===== src/rtl/uart_tx_prescaled_pkg.sv =====
// Shared UART definitions: transmitter FSM states, minimum prescale and the parity rule.
// Both ends of the link use the same parity_bit so their parity definitions cannot drift apart.
package uart_tx_prescaled_pkg;

    typedef enum logic [2:0] {
        StIdle,
        StStart,
        StData,
        StParity,
        StStop
    } tx_state_t;

    localparam int unsigned MIN_PRESCALE = 4;

    // Words are zero-extended to 32 bits; extra zeros leave the XOR reduction unchanged.
    function automatic logic parity_bit(input logic [31:0] data, input logic typ);
        return typ ? ~^data : ^data;
    endfunction

endpackage


===== src/rtl/uart_tx_prescaled_if.sv =====
// Request/config and serial-line signals between a word source and the prescaled UART transmitter.
// The master drives words and config; the slave (the transmitter) drives the line and Busy.
interface uart_tx_prescaled_if #(
    parameter int unsigned DATA_WIDTH     = 8,
    parameter int unsigned PRESCALE_WIDTH = 6
);

    logic                      PAR_EN;
    logic                      PAR_TYP;
    logic [PRESCALE_WIDTH-1:0] Prescale;
    logic [DATA_WIDTH-1:0]     P_DATA;
    logic                      DATA_VALID;
    logic                      TX_OUT;
    logic                      Busy;

    modport master (
        output PAR_EN,
        output PAR_TYP,
        output Prescale,
        output P_DATA,
        output DATA_VALID,
        input  TX_OUT,
        input  Busy
    );

    modport slave (
        input  PAR_EN,
        input  PAR_TYP,
        input  Prescale,
        input  P_DATA,
        input  DATA_VALID,
        output TX_OUT,
        output Busy
    );

endinterface


===== src/rtl/uart_tx_prescaled_bit_timer.sv =====
// Bit-period counter: runs 0..prescale-1 while enabled and pulses bit_done_o on the last cycle.
// The counter wraps to zero on each bit boundary so consecutive bits share one timebase.
module uart_tx_prescaled_bit_timer #(
    parameter int unsigned PRESCALE_WIDTH = 6
) (
    input  logic                      clk_i,
    input  logic                      rst_i,
    input  logic                      en_i,
    input  logic                      clear_i,
    input  logic [PRESCALE_WIDTH-1:0] prescale_i,
    output logic                      bit_done_o
);

    logic [PRESCALE_WIDTH-1:0] cnt_q, cnt_d;

    assign bit_done_o = en_i && (cnt_q == (prescale_i - PRESCALE_WIDTH'(1)));

    always_comb begin
        cnt_d = cnt_q;
        if (clear_i || bit_done_o) begin
            cnt_d = '0;
        end else if (en_i) begin
            cnt_d = cnt_q + PRESCALE_WIDTH'(1);
        end
    end

    always_ff @(posedge clk_i) begin
        if (rst_i) begin
            cnt_q <= '0;
        end else begin
            cnt_q <= cnt_d;
        end
    end

endmodule


===== src/rtl/uart_tx_prescaled.sv =====
// UART transmitter clocked from the oversampling clock: one bit lasts Prescale cycles.
// Config and word are shadowed at accept so a frame is immune to input changes while Busy.
module uart_tx_prescaled
    import uart_tx_prescaled_pkg::*;
#(
    parameter int unsigned DATA_WIDTH     = 8,
    parameter int unsigned PRESCALE_WIDTH = 6
) (
    input  logic               CLK,
    input  logic               RST,
    uart_tx_prescaled_if.slave tx_if
);

    localparam int unsigned IdxW = (DATA_WIDTH > 1) ? $clog2(DATA_WIDTH) : 1;
    localparam logic [IdxW-1:0] LastIdx = IdxW'(DATA_WIDTH - 1);
    localparam logic [PRESCALE_WIDTH-1:0] MinPrescale = PRESCALE_WIDTH'(MIN_PRESCALE);

    tx_state_t                 state_q, state_d;
    logic [DATA_WIDTH-1:0]     data_q, data_d;
    logic [DATA_WIDTH-1:0]     shift_q, shift_d;
    logic                      par_en_q, par_en_d;
    logic                      par_typ_q, par_typ_d;
    logic [PRESCALE_WIDTH-1:0] presc_q, presc_d;
    logic [IdxW-1:0]           idx_q, idx_d;
    logic                      tx_q, tx_d;
    logic                      busy_q, busy_d;

    logic timer_en;
    logic timer_clear;
    logic bit_done;

    assign timer_en = (state_q != StIdle);

    uart_tx_prescaled_bit_timer #(
        .PRESCALE_WIDTH(PRESCALE_WIDTH)
    ) u_bit_timer (
        .clk_i     (CLK),
        .rst_i     (RST),
        .en_i      (timer_en),
        .clear_i   (timer_clear),
        .prescale_i(presc_q),
        .bit_done_o(bit_done)
    );

    // Outputs are computed for the next state so TX_OUT/Busy stay pure flop outputs.
    always_comb begin
        state_d     = state_q;
        data_d      = data_q;
        shift_d     = shift_q;
        par_en_d    = par_en_q;
        par_typ_d   = par_typ_q;
        presc_d     = presc_q;
        idx_d       = idx_q;
        tx_d        = tx_q;
        busy_d      = busy_q;
        timer_clear = 1'b0;

        unique case (state_q)
            StIdle: begin
                tx_d   = 1'b1;
                busy_d = 1'b0;
                if (tx_if.DATA_VALID) begin
                    data_d      = tx_if.P_DATA;
                    shift_d     = tx_if.P_DATA;
                    par_en_d    = tx_if.PAR_EN;
                    par_typ_d   = tx_if.PAR_TYP;
                    presc_d     = (tx_if.Prescale < MinPrescale) ? MinPrescale : tx_if.Prescale;
                    idx_d       = '0;
                    timer_clear = 1'b1;
                    state_d     = StStart;
                    tx_d        = 1'b0;
                    busy_d      = 1'b1;
                end
            end

            StStart: begin
                if (bit_done) begin
                    state_d = StData;
                    shift_d = data_q;
                    idx_d   = '0;
                    tx_d    = data_q[0];
                end
            end

            StData: begin
                if (bit_done) begin
                    if (idx_q == LastIdx) begin
                        if (par_en_q) begin
                            state_d = StParity;
                            tx_d    = parity_bit(32'(data_q), par_typ_q);
                        end else begin
                            state_d = StStop;
                            tx_d    = 1'b1;
                        end
                    end else begin
                        idx_d   = idx_q + IdxW'(1);
                        shift_d = shift_q >> 1;
                        tx_d    = shift_d[0];
                    end
                end
            end

            StParity: begin
                if (bit_done) begin
                    state_d = StStop;
                    tx_d    = 1'b1;
                end
            end

            StStop: begin
                tx_d = 1'b1;
                if (bit_done) begin
                    state_d = StIdle;
                    busy_d  = 1'b0;
                end
            end

            default: begin
                state_d = StIdle;
                tx_d    = 1'b1;
                busy_d  = 1'b0;
            end
        endcase
    end

    always_ff @(posedge CLK) begin
        if (RST) begin
            state_q   <= StIdle;
            data_q    <= '0;
            shift_q   <= '0;
            par_en_q  <= 1'b0;
            par_typ_q <= 1'b0;
            presc_q   <= MinPrescale;
            idx_q     <= '0;
            tx_q      <= 1'b1;
            busy_q    <= 1'b0;
        end else begin
            state_q   <= state_d;
            data_q    <= data_d;
            shift_q   <= shift_d;
            par_en_q  <= par_en_d;
            par_typ_q <= par_typ_d;
            presc_q   <= presc_d;
            idx_q     <= idx_d;
            tx_q      <= tx_d;
            busy_q    <= busy_d;
        end
    end

    assign tx_if.TX_OUT = tx_q;
    assign tx_if.Busy   = busy_q;

endmodule

===== src/flat_wrapper.sv =====
// flat-port wrapper written by rule: the top's interface ports become plain ports
module uart_tx_prescaled_flat import uart_tx_prescaled_pkg::*;
#(
    parameter int unsigned DATA_WIDTH     = 8,
    parameter int unsigned PRESCALE_WIDTH = 6
)
  (CLK, RST, tx_if_PAR_EN, tx_if_PAR_TYP, tx_if_Prescale, tx_if_P_DATA, tx_if_DATA_VALID, tx_if_TX_OUT, tx_if_Busy);
  uart_tx_prescaled_if #(.DATA_WIDTH(DATA_WIDTH), .PRESCALE_WIDTH(PRESCALE_WIDTH)) tx_if_i ();
  input  logic CLK;
  input  logic RST;
  input wire logic [$bits(tx_if_i.PAR_EN)-1:0] tx_if_PAR_EN;
  input wire logic [$bits(tx_if_i.PAR_TYP)-1:0] tx_if_PAR_TYP;
  input wire logic [$bits(tx_if_i.Prescale)-1:0] tx_if_Prescale;
  input wire logic [$bits(tx_if_i.P_DATA)-1:0] tx_if_P_DATA;
  input wire logic [$bits(tx_if_i.DATA_VALID)-1:0] tx_if_DATA_VALID;
  output wire logic [$bits(tx_if_i.TX_OUT)-1:0] tx_if_TX_OUT;
  output wire logic [$bits(tx_if_i.Busy)-1:0] tx_if_Busy;
  assign tx_if_i.PAR_EN = tx_if_PAR_EN;
  assign tx_if_i.PAR_TYP = tx_if_PAR_TYP;
  assign tx_if_i.Prescale = tx_if_Prescale;
  assign tx_if_i.P_DATA = tx_if_P_DATA;
  assign tx_if_i.DATA_VALID = tx_if_DATA_VALID;
  assign tx_if_TX_OUT = tx_if_i.TX_OUT;
  assign tx_if_Busy = tx_if_i.Busy;
  uart_tx_prescaled #(.DATA_WIDTH(DATA_WIDTH), .PRESCALE_WIDTH(PRESCALE_WIDTH)) u_core (.CLK(CLK), .RST(RST), .tx_if(tx_if_i));
endmodule

===== config.mk =====
export PLATFORM = sky130hd
export DESIGN_NAME = uart_tx_prescaled_flat
export DESIGN_NICKNAME = d
export VERILOG_FILES = /design/src/rtl/uart_tx_prescaled_pkg.sv /design/src/rtl/uart_tx_prescaled_if.sv /design/src/rtl/uart_tx_prescaled_bit_timer.sv /design/src/rtl/uart_tx_prescaled.sv /design/src/flat_wrapper.sv
export SDC_FILE = /design/constraint.sdc
export NUM_CORES = 1
export LEC_CHECK = 0
export ABC_AREA = 1
export CAP_MARGIN = 40
export CELL_PAD_IN_SITES_DETAIL_PLACEMENT = 1
export CELL_PAD_IN_SITES_GLOBAL_PLACEMENT = 1
export CORE_MARGIN = 3
export CORE_UTILIZATION = 43
export CTS_CLUSTER_SIZE = 25
export DETAILED_ROUTE_END_ITERATION = 8
export PLACE_DENSITY_LB_ADDON = 0.1
export SYNTH_ARGS = -nofsm -noshare
export SYNTH_HDL_FRONTEND = slang
export SYNTH_SLANG_ARGS = --single-unit

===== constraint.sdc =====
create_clock -name CLK -period 2.75 [get_ports CLK]
set_input_delay 0.55 -clock CLK [delete_from_list [all_inputs] [get_ports CLK]]
set_output_delay 0.55 -clock CLK [all_outputs]
set_load 0.01 [all_outputs]

==> results of run 1 <==
## worst paths after layout
kind	endpoint	slack, ns	cells after the start
worst max register to register	u_core.idx_q[0]	0.56	12
worst min register to register	u_core.tx_if.Busy	0.47	2
worst min-delay path	u_core.tx_if.Busy	0.47	2
worst max-delay path	u_core.idx_q[0]	0.56	12
## power by group through the flow
stage	clock, mW	sequential (mW)	combinational (mW)
finish	0.391	0.799	0.984
global route	0.420	0.821	1.14
CTS	0.402	0.801	0.999
detailed placement	0	0.813	0.991
global placement	0	0.808	0.953
floorplan	0	0.786	0.807
## cell usage after synthesis (all sizes together) (3+ instances only)
master  instances  share of area (%)
nand2          78                 15
inv            45                8.4
nor2           42                8.9
dfxtp          37                 37
nand3          19                6.2
o21ai          17                4.6
a21oi          10                3.2
o22ai          10                3.4
xnor2           7                3.0
a221oi          5                2.2
ha              4                2.5
nand4           4                1.2
buf             3                1.4
nor3            3               0.74
## layout make-up
class | count | area, um^2
Multi-Input combinational cell | 203 | 1070
Sequential cell | 37 | 740.7
Clock buffer | 7 | 86.33
Fill cell | 606 | 2095
Inverter | 46 | 172.7
Timing Repair Buffer | 22 | 215.2
Tap cell | 52 | 65.06
## stage by stage
step | power, mW | area, um^2
floorplan | 1.593 | 2018
global placement | 1.761 | 2263
detailed placement | 1.804 | 2263
CTS | 2.202 | 2350
global route | 2.378 | 2350
finish | 2.174 | 2350
## logic make-up after synthesis
family	after synthesis	synth area share, %
compound gates	43	13.76
xor+xnor	9	3.906
simple gates	147	32.86
fa+ha+maj	4	2.480
flops	37	36.70
buf+inv	51	10.29
## metal layers
layer  vias up  track usage, %  routed length, um
met2        12           36.59               2582
li1        977               -                  -
met3         8           4.189                 84
met5         -               0                  0
met4         0           5.929                 70
met1       859           22.97               2240
## critical path: cells and delay by family, from the launching register on
family                     cells  cell delay (ns)
AOI/OAI and AO/OA              2             0.60
and+or+nand+nor                7             0.59
buffers and inverters          2             0.14
DFF                            1             0.43
adders and majority gates      1             0.32
## state kept, by name, summed over array words and instances, names as in the netlist
signal and cells:
u_core.presc_q 6, u_core.par_en_q 1, u_core.tx_if.TX_OUT 1, u_core.state_q 3, u_core.par_typ_q 1, u_core.shift_q 7
u_core.data_q 8, u_core.idx_q 3, u_core.u_bit_timer.cnt_q 6, u_core.tx_if.Busy 1
==> summary.txt, run 1 <==
Power
  • Combinational power share: about 45%
  • Seq pwr share: a little under two fifths
  • Clk pwr share: between 10% and 20%
  • Internal: 1.249 mW
  • Peak VDD IR: 0.0004236 V
  • Net Sw Frac: 42.54%
  • Net Switching: roughly 920 uW
  • PD cells: around 930 nW/um^2
  • Leak: roughly 1.0 nW

Clock network
  • CTS Hold Bufs: 0
  • Clk slew on worst S/H paths: 0.07 ns
  • Postcts setup bufs: 0
  • Clock Root Buffer: clkbuf_8
  • Clk buf depth: 2
  • CTS tree: yes
  • CTS Buf Count: 5
  • H-tree level count: 2
  • Clk_lat worst skew: 0.29 ns
  • Resized cells post-CTS: 0
  • CTS Sinks: 37

Worst setup path
  • Crit path launch: u_core.presc_q[0]
  • Crit path capture type: register
  • Crit Path Max Fanout: 20
  • Worst r2r src: u_core.presc_q[0]
  • CP most frequent cell: nand2_1
  • CP max stage delay: 0.47 ns
  • Crit path DAT: roughly 2.4 ns
  • Worst-path cell with the longest stage delay: a21oi_4
  • Worst path cell trace: inv_2, ha_1, inv_1, nand2_1, nand2_1, nand3_4, nor2_4, nand3_4, a21oi_4, o21ai_1, nand2_1, nor2_1
  • WS Path Type: reg2reg
  • Worst EP required: 2.94 ns
  • Critical Path Source Type: register

Die
  • Die height: approximately 75 um
  • Die width: 74.51 um
  • Core box area: around 4400 um^2
  • # rows: 24
  • Starting Density: between 40% and 50%
  • Total die area: 5552 um^2
  • IO Pins: 21

STA
  • TNS Setup: 0 ns
  • Final setup viols: 0
  • Worst-Margin Slew: ~0.53 ns
  • Final worst-path cycle share: approximately four fifths
  • Fin. Hold Viols: 0
  • Post-route worst setup slack: 0.5559 ns
  • Fmax: approximately 460 MHz
  • Slew Limit Fails: 0
  • RSZ-0062 raised after global routing: false
  • Min Tclk post-route: ~2.2 ns
  • Slew HR: around 64%
  • Hold slack: ~0.47 ns
  • Clock Skew: 0.003351 ns

Run status
  • Status: finished clean

Logic synthesis
  • Post-synthesis average cell area: ~6.9 um^2
  • Cell area after synthesis: about 2000 um^2
  • Post-synthesis async set-or-reset flop share: 0%
  • Prevailing post-synth register cell: dfxtp_1
  • Post-synth EDFFs: 0
  • Post-Syn Nets: approximately 310
  • Seq cells post-synth: 37
  • Yosys cell types: 32
  • Mapped Cells: just under 300
  • Sequential share of the synthesized area: between 30% and 40%
  • Synth warn: 0

Layout
  • Share of layout cells above drive strength 1: between 10% and 20%
  • Most frequent cells in the layout: nand2_1 (73), inv_1 (39), nor2_1 (37), dfxtp_1 (37), clkdlybuf4s50_1 (20)
  • # nets final: between 300 and 400
  • Layout Area Growth over Synthesis: 16.43%
  • Filler-free cell count of the finished design: 367
  • Diodes inserted: 0
  • Most common cell after layout, fill and taps aside: nand2_1
  • Util after Layout: between 50% and 60%

GRT
  • Congestion Overflow GR: 0
  • Initial antenna violation count: 0
  • GRT Overall Usage: 19.90%
  • Largest net degree at the start of global routing: 21
  • First-pass GRT wire length: about 8500 um
  • Vias in the first global route: 1872

Place
  • Cells after DPL: 360
  • Dpl hpwl: between 3000 and 4000 um
  • Worst slack at placement: 0.4768 ns
  • Port Buf Inserts: 20
  • GP Congestion: 0.7773

Worst hold path
  • Hold Path Class: reg2reg
  • Hold_sp: u_core.tx_if.Busy

Routing
  • Vias per inst: ~5.1
  • Initial DRC count: between 60 and 70
  • Routed len/inst: 13.56 um
  • Vias: 1856
  • Drt total wl: around 5000 um
  • Drt pass-1 iters: 4
  • DRC viols: 0
  • Routed Antenna Nets: 0

Flow run
  • Max-Cap Viols: 0
Note: power is estimated with default switching activity, not from simulation.
==> run 2, diff against run 1 <==
- CORE_UTILIZATION: 43 -> 40
- clock period: 2.75 -> 2.1 ns (I/O delays scaled with it)
==> run 2 against run 1 <==
  * Sequential power rose by 30%
  * Register-to-register slack got worse by 0.35 ns
  * Critical path type unchanged
  * Routed wire length rose by 0.98%
  * Largest cell class unchanged
  * Combinational power rose by 38%
  * Worst setup slack got worse by 0.35 ns
  * Fmax rose by 16%
==> summary.txt, run 2 (synthesized netlist as in run 1, its figures left out) <==
Run status
  • Status: finished clean

Flow run
  • Max-Cap Viols: 0 (unchanged)

Die
  • Total die area: 5934 um^2 (+6.9%)
  • Starting Density: 42.17% (-3.2 points)
  • Die height: 77.03 um (+3.4%)
  • IO Pins: 21 (unchanged)
  • Die width: 77.03 um (+3.4%)
  • Core box area: 4786 um^2 (+7.7%)
  • # rows: 25 (+4.2%)

Worst hold path
  • Hold-critical path depth: 2 (unchanged)
  • Hold Path Class: reg2reg
  • Hold_sp: u_core.tx_if.Busy

Routing
  • Drt total wl: 5027 um (+0.98%)
  • Initial DRC count: 39 (-43%)
  • DRC viols: 0 (unchanged)
  • Routed Antenna Nets: 0 (unchanged)
  • Drt pass-1 iters: 4 (unchanged)
  • Vias per inst: 4.910 (-2.9%)
  • Vias: 1905 (+2.6%)
  • Routed len/inst: 12.96 um (-4.5%)

Layout
  • Largest reg by FF count: u_core.data_q
  • Layout Area Growth over Synthesis: 20.02%
  • # nets final: 343 (+1.5%)
  • Util after Layout: 50.61% (-2.3 points)
  • Diodes inserted: 0 (unchanged)
  • Biggest regs: u_core.data_q: 8 flops, u_core.shift_q: 7 flops
  • # fillers: 626 (+3.3%)
  • Most frequent cells in the layout: nand2_1 (73), inv_1 (39), nor2_1 (37)
  • Share of layout cells above drive strength 1: 12.46% (+2.3 points)
  • Most common cell after layout, fill and taps aside: nand2_1
  • Largest register FFs: 8 (unchanged)

STA
  • Clock Skew: 0.003869 ns (+0.0005178 ns)
  • Slew HR: 72.22% (+7.9 points)
  • TNS Setup: 0 ns (unchanged)
  • Min Tclk post-route: 1.898 ns (-0.2965 ns)
  • Slew Limit Fails: 0 (unchanged)
  • Fin. Hold Viols: 0 (unchanged)
  • Final setup viols: 0 (unchanged)
  • Fmax: 527.0 MHz (+16%)
  • RSZ-0062 raised after global routing: false
  • Final worst-path cycle share: 90.37% (+11 points)
  • Worst-Margin Slew: 0.4157 ns (-0.1176 ns)

GRT
  • Initial antenna violation count: 0 (unchanged)
  • Congestion Overflow GR: 0 (unchanged)
  • GRT Overall Usage: 18.33% (-1.6 points)
  • Vias in the first global route: 1961 (+4.8%)
  • First-pass GRT wire length: 8776 um (+3.5%)
  • Largest net degree at the start of global routing: 15 (-29%)

Power
  • Internal: 1.728 mW (+38%)
  • Net Switching: 1.227 mW (+33%)
  • Peak VDD IR: 0.0006603 V (+56%)
  • Combinational power share: 46.1% (+0.8 points)
  • Net Sw Frac: 41.52% (-1.0 points)
  • Seq pwr share: 35.4% (-1.3 points)
  • Leak: 1.071 nW (+3.3%)
  • Clk pwr share: 18.5% (+0.5 points)
  • PD cells: 1220 nW/um^2 (+32%)

Place
  • GP Congestion: 0.7712 (-0.78%)
  • Port Buf Inserts: 20 (unchanged)
  • Dpl hpwl: 4081 um (+2.5%)

Worst setup path
  • Crit path launch: u_core.presc_q[0]
  • WS Path Type: reg2reg
  • Crit path DAT: 2.08 ns (-0.30 ns)
  • Worst path cell trace: inv_2, ha_1, inv_1, nand2_1, nand2_1, nand3_4, nor2_4, nand3_4, a21oi_4, buf_4, nand2_1, nand2_1, nor2_1
  • CP Depth: 13 (+1)
  • Worst EP required: 2.29 ns (-0.65 ns)
  • CP most frequent cell: nand2_1
  • Buffers and inverters on the worst path: 3 (+1)
  • Worst r2r src: u_core.presc_q[0]
  • Critical Path Source Type: register
  • Top Family by Delay on Critical Path: simple AND/OR/NAND/NOR gates
  • Crit Path Max Fanout: 14 (-30%)
  • Worst-case reg-to-reg path depth: 13 (+1)
  • CP max stage delay: 0.37 ns (-0.10 ns)
  • Crit path capture type: register
  • Worst-path cell with the longest stage delay: dfxtp_2

Clock network
  • Postcts setup bufs: 0 (unchanged)
  • Clock Root Buffer: clkbuf_8
  • CTS Sinks: 37 (unchanged)
  • Clk buf depth: 2 (unchanged)
  • Clk_lat worst skew: 0.28 ns (about the same)
  • CTS Buf Count: 5 (unchanged)
  • CTS tree: yes
  • H-tree level count: 2 (unchanged)
  • Clk slew on worst S/H paths: 0.07 ns (about the same)
-- run 2: metal layers --
layer  share of wire [%]  track usage (%)  wire [um]  vias up
met3                 2.6            3.756        129        4
met1                  44            20.92       2203      899
met4                0.80            5.160         40        0
li1                    -                -          -      984
met5                   0                0          0        -
met2                  53            34.23       2654       18
-- run 2: cell type report --
class / count / area (um^2) / area share [%]
Multi-Input combinational cell: 203 / 1070 / 44.16
Timing Repair Buffer: 27 / 252.7 / 10.43
Tap cell: 67 / 83.83 / 3.461
Clock buffer: 7 / 96.34 / 3.977
Inverter: 46 / 172.7 / 7.128
Clock inverter: 1 / 5.005 / 0.2066
Sequential cell: 37 / 742.0 / 30.63
-- run 2: final timing paths --
| path | to | slack [ns] |
|---|---|---|
| worst min register to register | u_core.tx_if.Busy | 0.49 |
| worst min-delay path | u_core.tx_if.Busy | 0.49 |
| worst max-delay path | u_core.shift_q[5] | 0.20 |
| worst max register to register | u_core.shift_q[5] | 0.20 |
-- run 2: repair_timing --
| item | CTS | global route |
|---|---|---|
| gates resized for setup | 0 | 1 |
| hold buffers | 0 | 0 |
| setup endpoints to repair | 0 | 7 |
-- run 2: stage by stage --
step / hold WS [ns] / std cells / instance area [um^2] / total power [mW] / setup slack, ns
floorplan: 0.4488 / 291 / 2018 / 2.086 / 0.3695
global placement: 0.4710 / 380 / 2320 / 2.393 / 0.1963
detailed placement: 0.4738 / 380 / 2320 / 2.441 / 0.1257
CTS: 0.4916 / 388 / 2421 / 2.997 / 0.1175
global route: 0.5142 / 388 / 2422 / 3.237 / 0.01900
finish: 0.4867 / 388 / 2422 / 2.955 / 0.2023
-- run 2: power groups by stage --
stage | Sequential (mW) | Clock (mW) | Combinational [mW]
after floorplan | 1.03 | 0 | 1.06
after detailed placement | 1.06 | 0 | 1.38
final | 1.04 | 0.547 | 1.36
after CTS | 1.05 | 0.564 | 1.39
after global routing | 1.07 | 0.597 | 1.57
after global placement | 1.06 | 0 | 1.34
-- run 2: worst reg2reg max path: stages, from the launching register on --
cell and delay, ns:
dfxtp_2 0.37, inv_2 0.06, ha_1 0.31, inv_1 0.06
nand2_1 0.04, nand2_1 0.10, nand3_4 0.09, nor2_4 0.12
nand3_4 0.12, a21oi_4 0.15, buf_4 0.21, nand2_1 0.08
nand2_1 0.06, nor2_1 0.04
